==> config.mk <==
export PLATFORM = sky130hd
export DESIGN_NAME = fft_bf_scheduler
export DESIGN_NICKNAME = d
export VERILOG_FILES = /design/src/rtl/fft_pkg.sv /design/src/rtl/fft_wb_delay.sv /design/src/rtl/fft_bf_scheduler.sv
export SDC_FILE = /design/constraint.sdc
export NUM_CORES = 1
export LEC_CHECK = 0
export ABC_AREA = 1
export BUFFER_PORTS_ARGS = -buffer_cell sky130_fd_sc_hd__buf_2
export CAP_MARGIN = 20
export CORE_ASPECT_RATIO = 2
export CORE_MARGIN = 1.5
export CORE_UTILIZATION = 55
export DETAILED_ROUTE_END_ITERATION = 10
export GPL_TIMING_DRIVEN = 0
export PLACE_DENSITY = 0.81
export SYNTH_ARGS = -nofsm -noshare
export SYNTH_HDL_FRONTEND = slang
export SYNTH_HIERARCHICAL = 1
export SYNTH_SLANG_ARGS = --single-unit
==> constraint.sdc <==
create_clock -name clk -period 2.8 [get_ports clk]
set_input_delay 0.14 -clock clk [delete_from_list [all_inputs] [get_ports clk]]
set_output_delay 0.14 -clock clk [all_outputs]
set_load 0.05 [all_outputs]
==> src/rtl/fft_pkg.sv <==
// Shared types and address generation for the radix-2 in-place FFT butterfly scheduler.
package fft_pkg;

  localparam int MAX_LOG2N = 10;

  typedef enum logic [1:0] {
    IDLE  = 2'd0,
    ISSUE = 2'd1,
    DRAIN = 2'd2,
    DONE  = 2'd3
  } state_t;

  typedef struct packed {
    logic [MAX_LOG2N-1:0] addr0;
    logic [MAX_LOG2N-1:0] addr1;
    logic [MAX_LOG2N-2:0] tw;
  } addr_set_t;

  // Butterfly k of stage s pairs addr0 with addr0+half; twiddle stride shrinks as s grows.
  function automatic addr_set_t fft_addr(input int s, input int k, input int log2n);
    int half;
    int pos;
    int grp;
    int a0;
    addr_set_t r;
    half    = 1 << s;
    pos     = k & (half - 1);
    grp     = k >> s;
    a0      = (grp << (s + 1)) | pos;
    r.addr0 = MAX_LOG2N'(a0);
    r.addr1 = MAX_LOG2N'(a0 + half);
    r.tw    = (MAX_LOG2N-1)'(pos << (log2n - 1 - s));
    return r;
  endfunction

endpackage

==> src/rtl/fft_wb_delay.sv <==
// Enable-gated shift register that turns issued read pairs into write-back pairs
// exactly DEPTH advancing cycles later.
module fft_wb_delay #(
  parameter int DEPTH = 2,
  parameter int AW    = 4
) (
  input  logic          clk,
  input  logic          rst_n,
  input  logic          en,
  input  logic          clr,
  input  logic          push_valid,
  input  logic [AW-1:0] push_addr0,
  input  logic [AW-1:0] push_addr1,
  output logic          wb_valid,
  output logic [AW-1:0] wb_addr0,
  output logic [AW-1:0] wb_addr1
);

  typedef struct packed {
    logic          valid;
    logic [AW-1:0] addr0;
    logic [AW-1:0] addr1;
  } wb_t;

  wb_t line_q [DEPTH];

  // NOTE: every tap is reset (not just valid) so write addresses read 0 while idle.
  always_ff @(posedge clk or negedge rst_n) begin
    if (!rst_n) begin
      for (int i = 0; i < DEPTH; i++) line_q[i] <= '0;
    end else if (en) begin
      if (clr) begin
        for (int i = 0; i < DEPTH; i++) line_q[i] <= '0;
      end else begin
        line_q[0] <= '{valid: push_valid, addr0: push_addr0, addr1: push_addr1};
        for (int i = 1; i < DEPTH; i++) line_q[i] <= line_q[i-1];
      end
    end
  end

  assign wb_valid = line_q[DEPTH-1].valid;
  assign wb_addr0 = line_q[DEPTH-1].addr0;
  assign wb_addr1 = line_q[DEPTH-1].addr1;

endmodule

==> src/rtl/fft_bf_scheduler.sv <==
// Stage/butterfly sequencer for an in-place radix-2 N-point FFT memory.
// Optional macro FFT_SCHED_ABORT_EN adds an abort input that cancels a transform.
module fft_bf_scheduler
  import fft_pkg::*;
#(
  parameter int LOG2N      = 4,
  parameter int BF_LATENCY = 2
) (
  input  logic                       clk,
  input  logic                       rst_n,
  input  logic                       en,
  input  logic                       start,
`ifdef FFT_SCHED_ABORT_EN
  input  logic                       abort,
`endif
  output logic                       busy,
  output logic                       done,
  output logic [$clog2(LOG2N)-1:0]   stage,
  output logic                       rd_valid,
  output logic [LOG2N-1:0]           rd_addr0,
  output logic [LOG2N-1:0]           rd_addr1,
  output logic [LOG2N-2:0]           tw_idx,
  output logic                       wr_valid,
  output logic [LOG2N-1:0]           wr_addr0,
  output logic [LOG2N-1:0]           wr_addr1
);

  localparam int SW = $clog2(LOG2N);
  localparam int KW = LOG2N - 1;
  localparam int DW = 4;

  localparam logic [SW-1:0] S_LAST = SW'(LOG2N - 1);
  localparam logic [KW-1:0] K_LAST = '1;
  localparam logic [DW-1:0] D_LAST = DW'(BF_LATENCY - 1);

  state_t        state_q, state_d;
  logic [SW-1:0] s_q, s_d;
  logic [KW-1:0] k_q, k_d;
  logic [DW-1:0] d_q, d_d;
  logic          clr;
  addr_set_t     ag;

`ifdef FFT_SCHED_ABORT_EN
  assign clr = abort;
`else
  assign clr = 1'b0;
`endif

  // NOTE: state registers use non-blocking assignments so all of them update together.
  always_ff @(posedge clk or negedge rst_n) begin
    if (!rst_n) begin
      state_q <= IDLE;
      s_q     <= '0;
      k_q     <= '0;
      d_q     <= '0;
    end else if (en) begin
      state_q <= state_d;
      s_q     <= s_d;
      k_q     <= k_d;
      d_q     <= d_d;
    end
  end

  // NOTE: every next-state signal gets a default first, so no path infers a latch.
  always_comb begin
    state_d = state_q;
    s_d     = s_q;
    k_d     = k_q;
    d_d     = d_q;
    unique case (state_q)
      IDLE: begin
        if (start) begin
          state_d = ISSUE;
          s_d     = '0;
          k_d     = '0;
        end
      end
      ISSUE: begin
        if (k_q == K_LAST) begin
          state_d = DRAIN;
          d_d     = '0;
        end else begin
          k_d = k_q + KW'(1);
        end
      end
      DRAIN: begin
        if (d_q == D_LAST) begin
          if (s_q == S_LAST) begin
            state_d = DONE;
          end else begin
            state_d = ISSUE;
            s_d     = s_q + SW'(1);
            k_d     = '0;
          end
        end else begin
          d_d = d_q + DW'(1);
        end
      end
      DONE: begin
        state_d = IDLE;
        s_d     = '0;
      end
    endcase
    // Abort overrides everything, including a simultaneous start.
    if (clr) begin
      state_d = IDLE;
      s_d     = '0;
      k_d     = '0;
      d_d     = '0;
    end
  end

  always_comb ag = fft_addr(int'(s_q), int'(k_q), LOG2N);

  assign busy     = (state_q == ISSUE) || (state_q == DRAIN);
  assign done     = (state_q == DONE);
  assign stage    = s_q;
  assign rd_valid = (state_q == ISSUE);
  assign rd_addr0 = rd_valid ? ag.addr0[LOG2N-1:0] : '0;
  assign rd_addr1 = rd_valid ? ag.addr1[LOG2N-1:0] : '0;
  assign tw_idx   = rd_valid ? ag.tw[LOG2N-2:0]    : '0;

  fft_wb_delay #(
    .DEPTH (BF_LATENCY),
    .AW    (LOG2N)
  ) u_wb_delay (
    .clk        (clk),
    .rst_n      (rst_n),
    .en         (en),
    .clr        (clr),
    .push_valid (rd_valid),
    .push_addr0 (rd_addr0),
    .push_addr1 (rd_addr1),
    .wb_valid   (wr_valid),
    .wb_addr0   (wr_addr0),
    .wb_addr1   (wr_addr1)
  );

endmodule

# ---- Yosys cells after proc, flatten, opt, wreduce, memory -nomap -nowiden
# Cells that the tools add are included.
dict set report totals {
  reg_bits 29
  in_bits 4
  out_inout_bits 25
}
dict set report classes {
  add_sub_neg 7
  n_eq_ne 12
  shift 4
  muxes 20
  bitwise 2
  n_reduce_logical 9
}
# operator count
set op_table {}
lappend op_table {{4-bit by 32-bit bitwise AND with 32-bit output} 1}
lappend op_table {{1-bit by 2-bit << shifter with 32-bit output (first input constant)} 1}
lappend op_table {{32-bit by 3-bit << shifter with 4-bit output} 1}
lappend op_table {{32-bit by 32-bit << shifter with 3-bit output} 1}
lappend op_table {{3-bit by 2-bit right shift with 32-bit output} 1}
lappend op_table {{32-bit by 2-bit subtractor with 32-bit output (second input constant)} 1}
lappend op_table {{4-bit 2-to-1 mux} 4}
lappend op_table {{3-bit 2-to-1 mux} 5}
lappend op_table {{2-bit 2-to-1 mux} 7}
lappend op_table {{2-bit != test (second input constant)} 5}
lappend op_table {{3-bit case mux with 3 select lines} 1}
lappend op_table {{2-bit case mux with 4 select lines} 1}
lappend op_table {{4-bit case mux with 2 select lines} 1}
lappend op_table {{4-bit AND reduction} 2}
lappend op_table {{2-bit == test (second input constant)} 3}
lappend op_table {{2-bit case mux with 3 select lines} 1}
lappend op_table {{6-bit AND reduction} 1}
lappend op_table {{3-bit nonzero test} 2}
lappend op_table {{5-bit AND reduction} 1}
lappend op_table {{4-bit by 1-bit adder with 4-bit output (second input constant)} 1}
lappend op_table {{4-bit adder} 1}
lappend op_table {{4-bit by 1-bit == test with 1-bit output (second input constant)} 1}
lappend op_table {{4-bit OR} 1}
lappend op_table {{2-bit by 1-bit adder with 3-bit output (second input constant)} 1}
lappend op_table {{9 further kinds} 9}

# ---- Depth between registers and ports, before layout
# Gate-level depths: netlist of run 1.
dict set report logic_depth {
  ltp_word 6
  mapped_depth 18
  mapped_depth_nobuf 17
}

# ---- Modules after synthesis
# Netlist of run 1, hierarchy kept.
# mod instances cells_each area_per_inst_um2 seq_area_each_um2
set by_module_without_submodules {}
lappend by_module_without_submodules {fft_bf_scheduler 1 148 1078.5 275.3}
lappend by_module_without_submodules {fft_wb_delay 1 86 823.3 450.4}

# ---- Least setup slack after synthesis of run 1
# OpenSTA, ideal clock, no wires.
dict set report synth_timing {
  path_kind {register to register}
  from {register s_q[1], in the netlist stage[1]}
  to {register u_wb_delay/line_q[12] (netlist name)}
  setup_time_ps 68
  arrival_time_ps 3307
  t_required_ps 2732
  slack_ps -576
  stages_incl_launch_ff 15
  n_path_buf 0
  period_less_slack_ps 3376
  cell_sequence {dfrtp_1 -> inv_1 -> ha_1 -> nor2_1 -> nand3_1 -> nand3_1 -> ha_1 -> a21o_1 -> nor2_1 -> inv_1 -> nand2_1 -> inv_1 -> nor2_1 -> nand3_1 -> nand2_1}
}
dict set report synth_via {
  elab_chain_len 6
  word_cells_on_any_way 9
  classes_between {add/sub: 3; shift: 3; mux: 1; bitwise: 2}
}
# element line
set synth_lines {}
lappend synth_lines {{start, declared} fft_bf_scheduler.sv:37} ;# logic [SW-1:0] s_q, s_d;
lappend synth_lines {{start signal, assigned} fft_bf_scheduler.sv:53} ;# s_q <= '0;
lappend synth_lines {{start signal, assigned} fft_bf_scheduler.sv:58} ;# s_q <= s_d;
lappend synth_lines {{1-bit by 2-bit << shifter with 32-bit output} fft_pkg.sv:26} ;# half = 1 << s;
lappend synth_lines {{32-bit by 2-bit subtractor with 32-bit output} fft_pkg.sv:27} ;# pos = k & (half - 1);
lappend synth_lines {{4-bit by 32-bit bitwise AND with 32-bit output} fft_pkg.sv:27}
lappend synth_lines {{4-bit OR} fft_pkg.sv:29} ;# a0 = (grp << (s + 1)) | pos;
lappend synth_lines {{4-bit adder *} fft_pkg.sv:31} ;# r.addr1 = MAX_LOG2N'(a0 + half);
lappend synth_lines {{4-bit 2-to-1 mux *} fft_bf_scheduler.sv:120} ;# assign rd_addr1 = rd_valid ? ag.addr1[LOG2N-1:0] : '0;
lappend synth_lines {{via rd_addr1[3]} fft_bf_scheduler.sv:21} ;# output logic [LOG2N-1:0] rd_addr1,
lappend synth_lines {{end, declared} fft_wb_delay.sv:25} ;# wb_t line_q [DEPTH];
# Mark *: on every way through the listed nets, which the timed path passes. The rest lies on a longest branch.
# A chain may end at the register's enable or synchronous reset.

# ---- Final worst setup path of run 1
dict set report layout_timing {
  from {register s_q[0], in the netlist stage[0]}
  to {output port rd_addr1[3]}
}
dict set report layout_via {
  elab_chain_len 6
  word_cells_on_any_way 9
  classes_between {add/sub: 3; shift: 3; mux: 1; bitwise: 2}
}
# element line
set layout_lines {}
lappend layout_lines {{1-bit by 2-bit << shifter with 32-bit output} fft_pkg.sv:26}
lappend layout_lines {{32-bit by 2-bit subtractor with 32-bit output} fft_pkg.sv:27}
lappend layout_lines {{4-bit by 32-bit bitwise AND with 32-bit output} fft_pkg.sv:27}
lappend layout_lines {{4-bit OR} fft_pkg.sv:29}
lappend layout_lines {{4-bit adder *} fft_pkg.sv:31}
lappend layout_lines {{4-bit 2-to-1 mux *} fft_bf_scheduler.sv:120}
lappend layout_lines {{end, declared} fft_bf_scheduler.sv:21}
# Every way passes the cells marked *; elsewhere a longest branch is shown, timed or not.

==> run_results.csv, run 1 <==
group,metric,value,unit
timing,timing.slew.headroom,57.2,%
global_route,grt_pass1_wl,6290,um
route,route.detailed.drc,2,
timing,max_freq,375,MHz
floorplan,die_width,44.6,um
power_and_ir_drop,powerDensity,976,nW/um^2
critical_path,r2r_slack,0.51,ns
power_and_ir_drop,pwr-share-comb,57.0,%
timing,min_period,2.67,ns
worst_hold_path,worstHoldPathType,"input port to register",
yosys,syn-instance-count,234,
power_and_ir_drop,pwr-share-clk,16.7,%
clocking,clk_latency,0.29,ns
global_route,grt_overflow,0,
yosys,synth_fp_nets,255,
critical_path,crit_path_start_kind,"register",
global_route,grt_pass1_vias,1516,
cells_and_area,regArea,728,um^2
clocking,cts_tree,"yes",
yosys,synth_area_per_cell,8.13,um^2
timing,clock_skew,0.00615,ns
timing,finalHoldViolations,0,
status,status,"finished with violations",
cells_and_area,final_util,69.1,%
critical_path,endpoint_kind,"primary output",
flow_run,cap_violations,0,
critical_path,worst-path-buf-inv,5,
floorplan,fp.coreArea,3340,um^2
power_and_ir_drop,power.internal,1.15,mW
route,vias,1626,
clocking,cts.sinks,29,
power_and_ir_drop,leakagePower,1.30,nW
yosys,netlist_top_cells_area,"dfrtp_1, ha_1, nand2_1, nand3_1, nand2_2",
place,gp_congestion,0.849,
yosys,yosys.area.top_type_share,38.2,%
clocking,cts.htree.levels,2,
critical_path,r2r_start,"stage[0]$_DFFE_PN0P_",
critical_path,critPathMaxFanout,9,
route,wire_per_inst,12.7,um
floorplan,initial_core_util,56.9,%
clocking,clockBufferDepth,2,
clocking,root_buffer,"clkbuf_8",
yosys,syn_area,1900,um^2
route,detail_route.vias_per_cell,5.28,
floorplan,fp.dieArea,3840,um^2
cells_and_area,design_area,2310,um^2
cells_and_area,drive_gt1_share,34.1,%
critical_path,crit_type,"register to primary output",
power_and_ir_drop,swShare,48.9,%
cells_and_area,fin_nets,296,
status,violations,"DRC",
place,place_area,2100,um^2
worst_hold_path,hold_end,"state_q[1]$_DFFE_PN0P_",
yosys,synth_top_area_cell,"dfrtp_1",
critical_path,rr_endpoint,"u_wb_delay/line_q[11]$_DFFE_PN0P_",
yosys,ys_ff_latch,29,
critical_path,critPathMaxStageDelay,0.44,ns
route,ant_nets,0,
critical_path,crit_chain,"buf_6, inv_4, ha_4, nor2_4, nand3_1, nand3_2, ha_4, a21o_1, nor2_2, inv_1, nand2_1, inv_1, nor2_2, buf_6",
floorplan,rows,30,
timing,setup-violations-final,0,
clocking,numCtsBuffers,5,
power_and_ir_drop,switchingPower,1.10,mW
timing,worst_pin_slew,0.642,ns
route,drt-total-wl,3910,um
cells_and_area,multi_input_area,1000,um^2
worst_hold_path,worstHoldStart,"en",
cells_and_area,nFillCells,282,
place,dp_cells,294,
critical_path,critPathArrivalTime,2.53,ns
power_and_ir_drop,vdd_ir_drop_max,0.000707,V
yosys,synth_cell_types,31,
route,drt_first_pass_iters,7,
place,hpwlAfterDp,2900,um
global_route,grt_usage,22.2,%
timing,slew_viol_final,0,
critical_path,crit_family,"simple AND/OR/NAND/NOR gates",
cells_and_area,syn_to_final_growth,21.4,%
floorplan,io_pins,29,
timing,period_share,95.3,%
critical_path,cp_slowest_cell,"dfrtp_2",
critical_path,ff2ff_path_depth,13,
yosys,yosysWarnings,6,
power_and_ir_drop,p_seq_share,26.3,%
cells_and_area,stdcell_count,308,
cells_and_area,antenna_cells,0,
global_route,antenna_found_initial,0,
route,drt_iter0_drc,47,
place,portBuffers,28,
critical_path,required,2.66,ns
global_route,grt_max_degree,30,
worst_hold_path,whs_path_depth,5,
floorplan,dieHeight,86.2,um
power_and_ir_drop,p_total,2.25,mW
yosys,yosysSeqAreaShare,38.2,%
clocking,cts.clk_slew.worst_paths,0.06,ns
## cells in the mapped netlist, drive strengths merged
library cell	count
a211oi	1
a21o	1
a21oi	9
a22oi	1
buf	15
conb	1
dfrtp	29
fa	1
ha	16
inv	27
nand2	65
nand3	31
nand3b	1
nand4	2
nor2	14
nor3	3
nor4	1
o211ai	1
o21ai	12
o22ai	1
xor2	2
## through the flow
stage          hold WS (ns)  setup slack, ns  TNS [ns]
2_1_floorplan        -0.156          -0.0738    -0.146
3_3_place_gp          0.203           0.0423         0
3_5_place_dp          0.201           0.0244         0
4_1_cts               0.279          0.00110         0
5_1_grt               0.307         -0.00301  -0.00301
6_report              0.289            0.132         0
## timing repair
item | 4_1_cts | 5_1_grt
setup endpoints to repair | 3 | 3
hold buffers | 1 | 0
buffers inserted | 0 | 5
gates resized for setup | 9 | 4
endpoints found under the hold margin | 29 | 0
gates cloned | 0 | 0
## cell type report
type / instances / share of cell area (%)
Tap cell: 32 / 1.73
Multi-Input combinational cell: 163 / 43.3
Buffer: 15 / 5.58
Clock buffer: 7 / 4.17
Sequential cell: 29 / 31.5
Clock inverter: 1 / 0.217
Timing Repair Buffer: 34 / 8.61
Inverter: 27 / 4.82
## flip-flops by register name, summed over array words and instances (netlist names)
name,flops
u_wb_delay/wb_addr1,4
k_q,3
stage,2
u_wb_delay/wb_valid,1
state_q,2
u_wb_delay/wb_addr0,4
u_wb_delay/line_q,9
d_q,4
## cell families (layout without fill, tap and decap cells)
group           Yosys count  after routing  synth area share, %
compound gates           26             26                 7.83
xor+xnor                  2              2                0.921
fa+ha+maj                17             17                 11.6
buf+inv                  42             84                 12.5
flops                    29             29                 38.2
other cells               1              1                0.197
simple gates            117            117                 28.8
## power by group through the flow
stage          sequential, mW  clock [mW]  combinational [mW]
2_1_floorplan           0.645           0               0.870
3_3_place_gp            0.611           0                1.11
4_1_cts                 0.608       0.388                1.20
6_report                0.592       0.377                1.29
3_5_place_dp            0.615           0                1.14
5_1_grt                 0.605       0.399                1.40
## worst max path at each step
stage	startpoint	slack (ns)	cells past startpoint	to
2_1_floorplan	state_q[1]$_DFFE_PN0P_	-0.07	4	tw_idx[0]
3_3_place_gp	stage[0]$_DFFE_PN0P_	0.04	14	rd_addr1[3]
5_1_grt	stage[1]$_DFFE_PN0P_	-0.003	16	rd_addr1[3]
4_1_cts	stage[1]$_DFFE_PN0P_	0.001	16	rd_addr1[3]
3_5_place_dp	stage[0]$_DFFE_PN0P_	0.02	14	rd_addr1[3]
6_report	stage[0]$_DFFE_PN0P_	0.13	14	rd_addr1[3]
## placed cells by master, fill, tap and decap left out, types with 2 or more instances in the layout
cell type and n:
a21oi_1 9, buf_2 28, buf_4 15, buf_6 4, clkbuf_8 7, dfrtp_1 27
dfrtp_2 2, ha_1 14, ha_4 2, inv_1 21, inv_2 4, nand2_1 50
nand2_2 15, nand3_1 28, nand3_2 3, nand4_1 2, nor2_1 8, nor2_2 3
nor2_4 3, nor3_1 2, o21ai_0 7, o21ai_1 3, o21ai_2 2, xor2_1 2
## metal layers
layer  vias to the layer above  global-route usage [%]  share of wire, %
li1                        833                       -                 -
met1                       759                    20.4                36
met2                        27                    42.0                59
met3                         7                    4.84               2.8
met4                         0                    11.3               2.0
met5                         -                       0                 0
## worst register-to-register path, cell delays in order (launching register included)
cell	delay, ns
dfrtp_2	0.44
buf_6	0.16
inv_4	0.09
ha_4	0.23
nor2_4	0.13
nand2_1	0.08
nand2_1	0.07
ha_1	0.13
inv_1	0.06
fa_1	0.37
xor2_1	0.23
nor2_4	0.05
nand3_1	0.09
nand2_1	0.05
Note: power is estimated with default switching activity, not from simulation.
==> run 2, diff against run 1 <==
--- a/config.mk
+++ b/config.mk
@@ -5,7 +5,6 @@
 export SDC_FILE = /design/constraint.sdc
 export NUM_CORES = 1
 export LEC_CHECK = 0
-export ABC_AREA = 1
 export BUFFER_PORTS_ARGS = -buffer_cell sky130_fd_sc_hd__buf_2
 export CAP_MARGIN = 20
 export CORE_ASPECT_RATIO = 2
@@ -16,5 +15,4 @@
 export PLACE_DENSITY = 0.81
 export SYNTH_ARGS = -nofsm -noshare
 export SYNTH_HDL_FRONTEND = slang
-export SYNTH_HIERARCHICAL = 1
 export SYNTH_SLANG_ARGS = --single-unit
==> run 2 against run 1 <==
Compared with the run above: largest power group unchanged; register-to-register slack lost 0.25 ns; total power grew 46%; the flow now finishes without violations; routed wire length is 27% higher; via count down 1.1%; synthesized area is 2.2% lower; sequential share of layout area down 3.0 points; critical endpoint unchanged; core utilization grew 11 points.
==> run_results.csv, run 2 <==
group,metric,value,unit
cells_and_area,drive_gt1_share,49.2,%
critical_path,endpoint_kind,"primary output",
cells_and_area,fin_nets,260,
yosys,synth_area_per_cell,10.2,um^2
floorplan,dieHeight,85.2,um
timing,max_freq,362,MHz
critical_path,required,2.66,ns
cells_and_area,final_util,79.9,%
timing,setup-violations-final,0,
power_and_ir_drop,p_seq_share,20.6,%
worst_hold_path,whs_path_depth,3,
route,ant_nets,0,
critical_path,critPathArrivalTime,2.62,ns
critical_path,crit_type,"register to primary output",
cells_and_area,final_common_cell,"buf_4",
yosys,yosysMostFrequentCell,"dfrtp_1",
place,portBuffers,28,
worst_hold_path,hold_end,"k_q[2]$_DFFE_PN0P_",
power_and_ir_drop,leakagePower,1.26,nW
floorplan,fp.dieArea,3760,um^2
yosys,ys_ff_latch,29,
place,gp_congestion,0.822,
power_and_ir_drop,p_total,3.29,mW
yosys,syn_area,1860,um^2
flow_run,cap_violations,0,
global_route,grt_usage,27.6,%
critical_path,r2r_slack,0.26,ns
timing,finalHoldViolations,0,
timing,timing.slew.headroom,54.0,%
power_and_ir_drop,pwr-share-comb,68.9,%
power_and_ir_drop,switchingPower,1.67,mW
place,hpwlAfterDp,3200,um
power_and_ir_drop,powerDensity,1290,nW/um^2
clocking,cts.sinks,29,
global_route,antenna_found_initial,0,
floorplan,rows,29,
place,dp_cells,242,
cells_and_area,stdcell_count,271,
timing,period_share,98.7,%
clocking,cts.htree.levels,2,
yosys,synth_top_area_cell,"dfrtp_1",
clocking,cts_tree,"yes",
floorplan,initial_core_util,58.2,%
yosys,syn-instance-count,183,
clocking,cts.clk_slew.worst_paths,0.06,ns
cells_and_area,largest_reg_flops,9,
clocking,clockBufferDepth,2,
critical_path,critPathMaxFanout,9,
cells_and_area,layout_common_cells,"buf_4, dfrtp_1, buf_2, mux2_2, nand2_1",
place,post-place-ws,-0.233,ns
route,route.detailed.drc,0,
timing,clock_skew,0.00427,ns
yosys,yosys-top-cells-count,"dfrtp_1, ha_1, mux2_2, nand2_1, nor2_1",
route,drt-total-wl,4970,um
global_route,grt_pass1_wl,7580,um
yosys,synth-edff-count,0,
yosys,ys.flop_type,"dfrtp_1",
critical_path,crit_path_start_kind,"register",
global_route,grt_max_degree,30,
cells_and_area,nFillCells,200,
yosys,netlist_top_cells_area,"dfrtp_1, ha_1, mux2_2, mux2i_1, buf_4",
status,status,"finished, final reports clean",
power_and_ir_drop,vdd_ir_drop_max,0.00108,V
cells_and_area,syn_to_final_growth,37.1,%
route,detail_route.vias_per_cell,5.93,
route,drt_iter0_drc,38,
critical_path,rr_endpoint,"u_wb_delay.line_q[12]$_DFFE_PN0P_",
timing,min_period,2.76,ns
global_route,grt_overflow,0,
timing,worst_pin_slew,0.686,ns
worst_hold_path,worstHoldStart,"en",
floorplan,fp.coreArea,3190,um^2
yosys,yosysWarnings,0,
yosys,async_reset_ff_share,100,%
global_route,grt_pass1_vias,1698,
timing,rsz0062_at_grt,"yes",
floorplan,die_width,44.1,um
clocking,numCtsBuffers,5,
yosys,synth_cell_types,43,
clocking,root_buffer,"clkbuf_8",
timing,slew_viol_final,0,
floorplan,io_pins,29,
yosys,yosysSeqAreaShare,39.0,%
power_and_ir_drop,power.internal,1.61,mW
worst_hold_path,worstHoldPathType,"input port to register",
power_and_ir_drop,swShare,51.0,%
cells_and_area,top_register,"u_wb_delay.line_q",
clocking,clk_latency,0.29,ns
power_and_ir_drop,pwr-share-clk,10.4,%
route,drt_first_pass_iters,6,
yosys,synth_fp_nets,204,
cells_and_area,antenna_cells,0,
timing,fin_ws,0.0354,ns
route,vias,1608,
critical_path,ff2ff_path_depth,12,
yosys,yosys.area.top_type_share,39.0,%
route,wire_per_inst,18.4,um
critical_path,r2r_start,"stage[1]$_DFFE_PN0P_",
## run 2: cell types whose count changed after synthesis, moves of 4 or more
cell / previous run / this run
nand2_2: 15 / 0
nand3_1: 29 / 6
inv_1: 21 / 12
mux2_2: 0 / 14
nand2_1: 50 / 13
mux2i_1: 0 / 6
nand2b_1: 0 / 4
## run 2: worst max path at each step
stage,start,end,slack (ns)
final,stage[1]$_DFFE_PN0P_,rd_addr1[3],0.04
after global routing,stage[1]$_DFFE_PN0P_,rd_addr1[3],-0.04
after CTS,stage[1]$_DFFE_PN0P_,rd_addr1[3],-0.07
after detailed placement,stage[1]$_DFFE_PN0P_,rd_addr1[3],-0.23
after global placement,stage[1]$_DFFE_PN0P_,rd_addr1[3],-0.11
after floorplan,stage[1]$_DFFE_PN0P_,rd_addr1[3],-0.15
## run 2: logic make-up (layout without fill, tap and decap cells)
kind of cell,after synthesis,in the layout,share of synthesized area [%]
AO/OA/AOI/OAI,31,31,11.9
XOR/XNOR,4,4,1.88
multiplexers,21,21,12.5
AND/OR/NAND/NOR,51,51,14.5
buffers and inverters,30,87,8.34
adder cells (fa/ha/maj),17,17,11.8
flip-flops,29,29,39.0
## run 2: layout make-up
class / instances / area [um^2] / share of cell area, %
Buffer: 14 / 98.8 / 3.88
Clock buffer: 5 / 68.8 / 2.70
Clock inverter: 3 / 17.5 / 0.687
Inverter: 14 / 72.6 / 2.85
Multi-Input combinational cell: 124 / 1180 / 46.5
Sequential cell: 29 / 728 / 28.6
Tap cell: 31 / 38.8 / 1.52
Timing Repair Buffer: 51 / 340 / 13.3
## run 2: repair_timing
action / 4_1_cts / 5_1_grt
gates cloned: 0 / 0
pin swaps: 11 / 9
resized for setup: 21 / 15
buffers inserted: 18 / 4
hold buffers: 1 / 0
hold endpoints to repair: 29 / 0
setup endpoints to repair: 5 / 4
## run 2: layer usage
metal / global-route usage, % / wire length [um] / part of all wire, %
met5: 0 / 0 / 0
met4: 20.7 / 208 / 4.2
met3: 4.04 / 128 / 2.6
met2: 51.5 / 3070 / 62
met1: 24.3 / 1560 / 31
## run 2: critical path: stages (launching register included)
cell and delay (ns):
dfrtp_2 0.38, buf_6 0.12, buf_4 0.17, mux2i_1 0.23, nand2_1 0.12, a31oi_4 0.16, inv_2 0.07, ha_4 0.27
a21o_1 0.14, a21oi_4 0.09, nand2b_4 0.15, o41ai_4 0.22, buf_6 0.20
## run 2: power by group through the flow
| stage | registers (mW) | clock network, mW | logic (mW) |
|---|---|---|---|
| global placement | 0.680 | 0 | 1.72 |
| floorplan | 0.739 | 0 | 1.39 |
| global route | 0.699 | 0.360 | 2.39 |
| detailed placement | 0.697 | 0 | 1.79 |
| CTS | 0.681 | 0.346 | 2.08 |
| finish | 0.679 | 0.342 | 2.27 |
## run 2: metrics by stage
stage                     cell area [um^2]  TNS, ns  hold slack (ns)
after global routing                  2550  -0.0706            0.192
after CTS                             2480  -0.0707            0.188
after global placement                2150   -0.108            0.184
after floorplan                       1970   -0.155           -0.156
after detailed placement              2150   -0.233            0.205
final                                 2550        0            0.195
==> run 3, diff against run 2 <==
--- a/config.mk
+++ b/config.mk
@@ -12,7 +12,8 @@
 export CORE_UTILIZATION = 55
 export DETAILED_ROUTE_END_ITERATION = 10
 export GPL_TIMING_DRIVEN = 0
-export PLACE_DENSITY = 0.81
+export HOLD_SLACK_MARGIN = 0.1
+export PLACE_DENSITY_LB_ADDON = 0.05
 export SYNTH_ARGS = -nofsm -noshare
 export SYNTH_HDL_FRONTEND = slang
 export SYNTH_SLANG_ARGS = --single-unit
==> run 3 against run 2 <==
Compared with the run above: cell area down 4.2%; flip-flop and latch count unchanged; hold slack better by 0.011 ns; highest routed layer unchanged; routed wire length down 8.1%; via count down 2.6%; clock skew down 0.00063 ns; die area unchanged; global-route usage down 1.1 points.
==> run_results.csv, run 3 (synthesis gave the netlist of run 2 again) <==
group,metric,value,unit
critical_path,ff2ff_path_depth,9,
global_route,grt_max_degree,30,
cells_and_area,multi_input_area,1150,um^2
place,portBuffers,28,
timing,min_period,2.76,ns
route,route.detailed.drc,0,
critical_path,required,2.66,ns
status,status,"finished, final reports clean",
critical_path,endpoint_kind,"primary output",
critical_path,rr_endpoint,"u_wb_delay.line_q[10]$_DFFE_PN0P_",
power_and_ir_drop,powerDensity,1280,nW/um^2
timing,max_freq,362,MHz
clocking,numCtsBuffers,5,
route,drt_iter0_drc,36,
clocking,cts.htree.levels,2,
cells_and_area,stdcell_count,262,
clocking,cts.sinks,29,
place,dp_cells,242,
route,wire_per_inst,17.4,um
worst_hold_path,hold_end,"k_q[1]$_DFFE_PN0P_",
route,drt_first_pass_iters,4,
global_route,grt_usage,26.6,%
worst_hold_path,worstHoldStart,"en",
cells_and_area,top_register,"u_wb_delay.line_q",
timing,timing.slew.headroom,49.6,%
cells_and_area,fin_nets,251,
timing,finalHoldViolations,0,
floorplan,initial_core_util,58.2,%
clocking,root_buffer,"clkbuf_8",
global_route,antenna_found_initial,0,
power_and_ir_drop,leakagePower,1.22,nW
critical_path,crit_chain,"buf_6, clkinv_8, ha_4, nor2_4, a31oi_4, inv_1, ha_1, a21o_1, a21oi_2, o311ai_2, o41ai_4, buf_6",
cells_and_area,nFillCells,220,
critical_path,cp_slowest_cell,"dfrtp_2",
timing,worst_pin_slew,0.750,ns
critical_path,critPathMaxStageDelay,0.38,ns
floorplan,fp.coreArea,3190,um^2
timing,fin_setup_tns,0,ns
floorplan,dieHeight,85.2,um
place,gp_congestion,0.845,
flow_run,cap_violations,0,
floorplan,fp.dieArea,3760,um^2
cells_and_area,final_common_cell,"dfrtp_1",
place,hpwlAfterDp,3200,um
floorplan,rows,29,
worst_hold_path,worstHoldPathType,"input port to register",
timing,clock_skew,0.00365,ns
global_route,grt_pass1_vias,1649,
cells_and_area,drive_gt1_share,45.5,%
global_route,grt_overflow,0,
critical_path,crit_path_start_kind,"register",
route,vias,1566,
timing,slew_viol_final,0,
cells_and_area,syn_to_final_growth,31.4,%
cells_and_area,largest_reg_flops,9,
cells_and_area,layout_common_cells,"dfrtp_1, buf_2, buf_4, mux2_2, nand2_1",
timing,period_share,98.6,%
cells_and_area,antenna_cells,0,
timing,rsz0062_at_grt,"yes",
critical_path,critPathArrivalTime,2.62,ns
clocking,cts.clk_slew.worst_paths,0.06,ns
cells_and_area,regArea,728,um^2
floorplan,die_width,44.1,um
critical_path,crit_type,"register to primary output",
floorplan,io_pins,29,
route,ant_nets,0,
clocking,cts_tree,"yes",
global_route,grt_pass1_wl,7420,um
route,detail_route.vias_per_cell,5.98,
power_and_ir_drop,p_total,3.13,mW
route,drt-total-wl,4570,um
critical_path,r2r_slack,0.29,ns
worst_hold_path,whs_path_depth,3,
clocking,clockBufferDepth,2,
clocking,clk_latency,0.28,ns
timing,setup-violations-final,0,
critical_path,r2r_start,"stage[1]$_DFFE_PN0P_",
critical_path,critPathMaxFanout,8,
critical_path,crit_top_cell,"buf_6",
power_and_ir_drop,vdd_ir_drop_max,0.00108,V
## run 3: changes by cell type in the layout (fill, tap and decap cells not counted), sizes merged
cell      before  now
buf           61   52
clkbuf         8    9
clkinvlp       1    0
## run 3: worst max-delay path: cells and delay by family, from the launching register on
| kind | cells | cell delay (ns) |
|---|---|---|
| AO/OA/AOI/OAI | 5 | 0.79 |
| adder cells (fa/ha/maj) | 2 | 0.64 |
| buffers and inverters | 4 | 0.46 |
| flip-flops | 1 | 0.38 |
| AND/OR/NAND/NOR | 1 | 0.05 |
## run 3: per-layer routing
layer / up-vias / share of wire (%) / global-route usage (%)
met5: - / 0 / 0
met4: 0 / 4.1 / 15.2
met3: 22 / 3.9 / 5.11
met2: 54 / 58 / 49.9
met1: 767 / 34 / 24.6
li1: 723 / - / -
## run 3: layout make-up
cell class / instances / share of cell area (%)
Sequential cell: 29 / 29.8
Clock buffer: 6 / 2.97
Multi-Input combinational cell: 124 / 47.1
Inverter: 14 / 2.87
Timing Repair Buffer: 42 / 11.1
Buffer: 14 / 4.20
Tap cell: 31 / 1.59
Clock inverter: 2 / 0.410
## run 3: report_power, final
| group | switching [mW] | internal, mW |
|---|---|---|
| registers | 0.117 | 0.562 |
| logic | 1.32 | 0.800 |
| clock network | 0.161 | 0.172 |
| total | 1.59 | 1.53 |
## run 3: metrics by stage
step | setup WS (ns) | hold slack (ns) | util (%) | cell area, um^2
after floorplan | -0.155 | -0.156 | - | 1970
after global placement | -0.0997 | 0.193 | 67.3 | 2150
after detailed placement | -0.198 | 0.208 | 67.3 | 2150
after CTS | 0.00772 | 0.201 | 75.5 | 2410
after global routing | -0.0730 | 0.224 | 76.5 | 2440
final | 0.0384 | 0.205 | 76.5 | 2440
## run 3: worst max-delay path by stage
stage                               from  slack (ns)  depth (start not counted)           to
global route        stage[1]$_DFFE_PN0P_       -0.07                         11  rd_addr1[3]
finish              stage[0]$_DFFE_PN0P_        0.04                         12  rd_addr1[3]
detailed placement  stage[1]$_DFFE_PN0P_       -0.20                         13  rd_addr1[3]
floorplan           stage[1]$_DFFE_PN0P_       -0.15                         12  rd_addr1[3]
CTS                 stage[0]$_DFFE_PN0P_       0.008                         11  rd_addr1[3]
global placement    stage[0]$_DFFE_PN0P_        -0.1                         11  rd_addr1[3]
## run 3: timing repair
action                                 CTS  global route
endpoints found under the hold margin   29             0
setup endpoints to repair                3             4
pin swaps                                9             6
setup buffers                           12             1
resized for setup                       17            11
hold buffers                             1             0
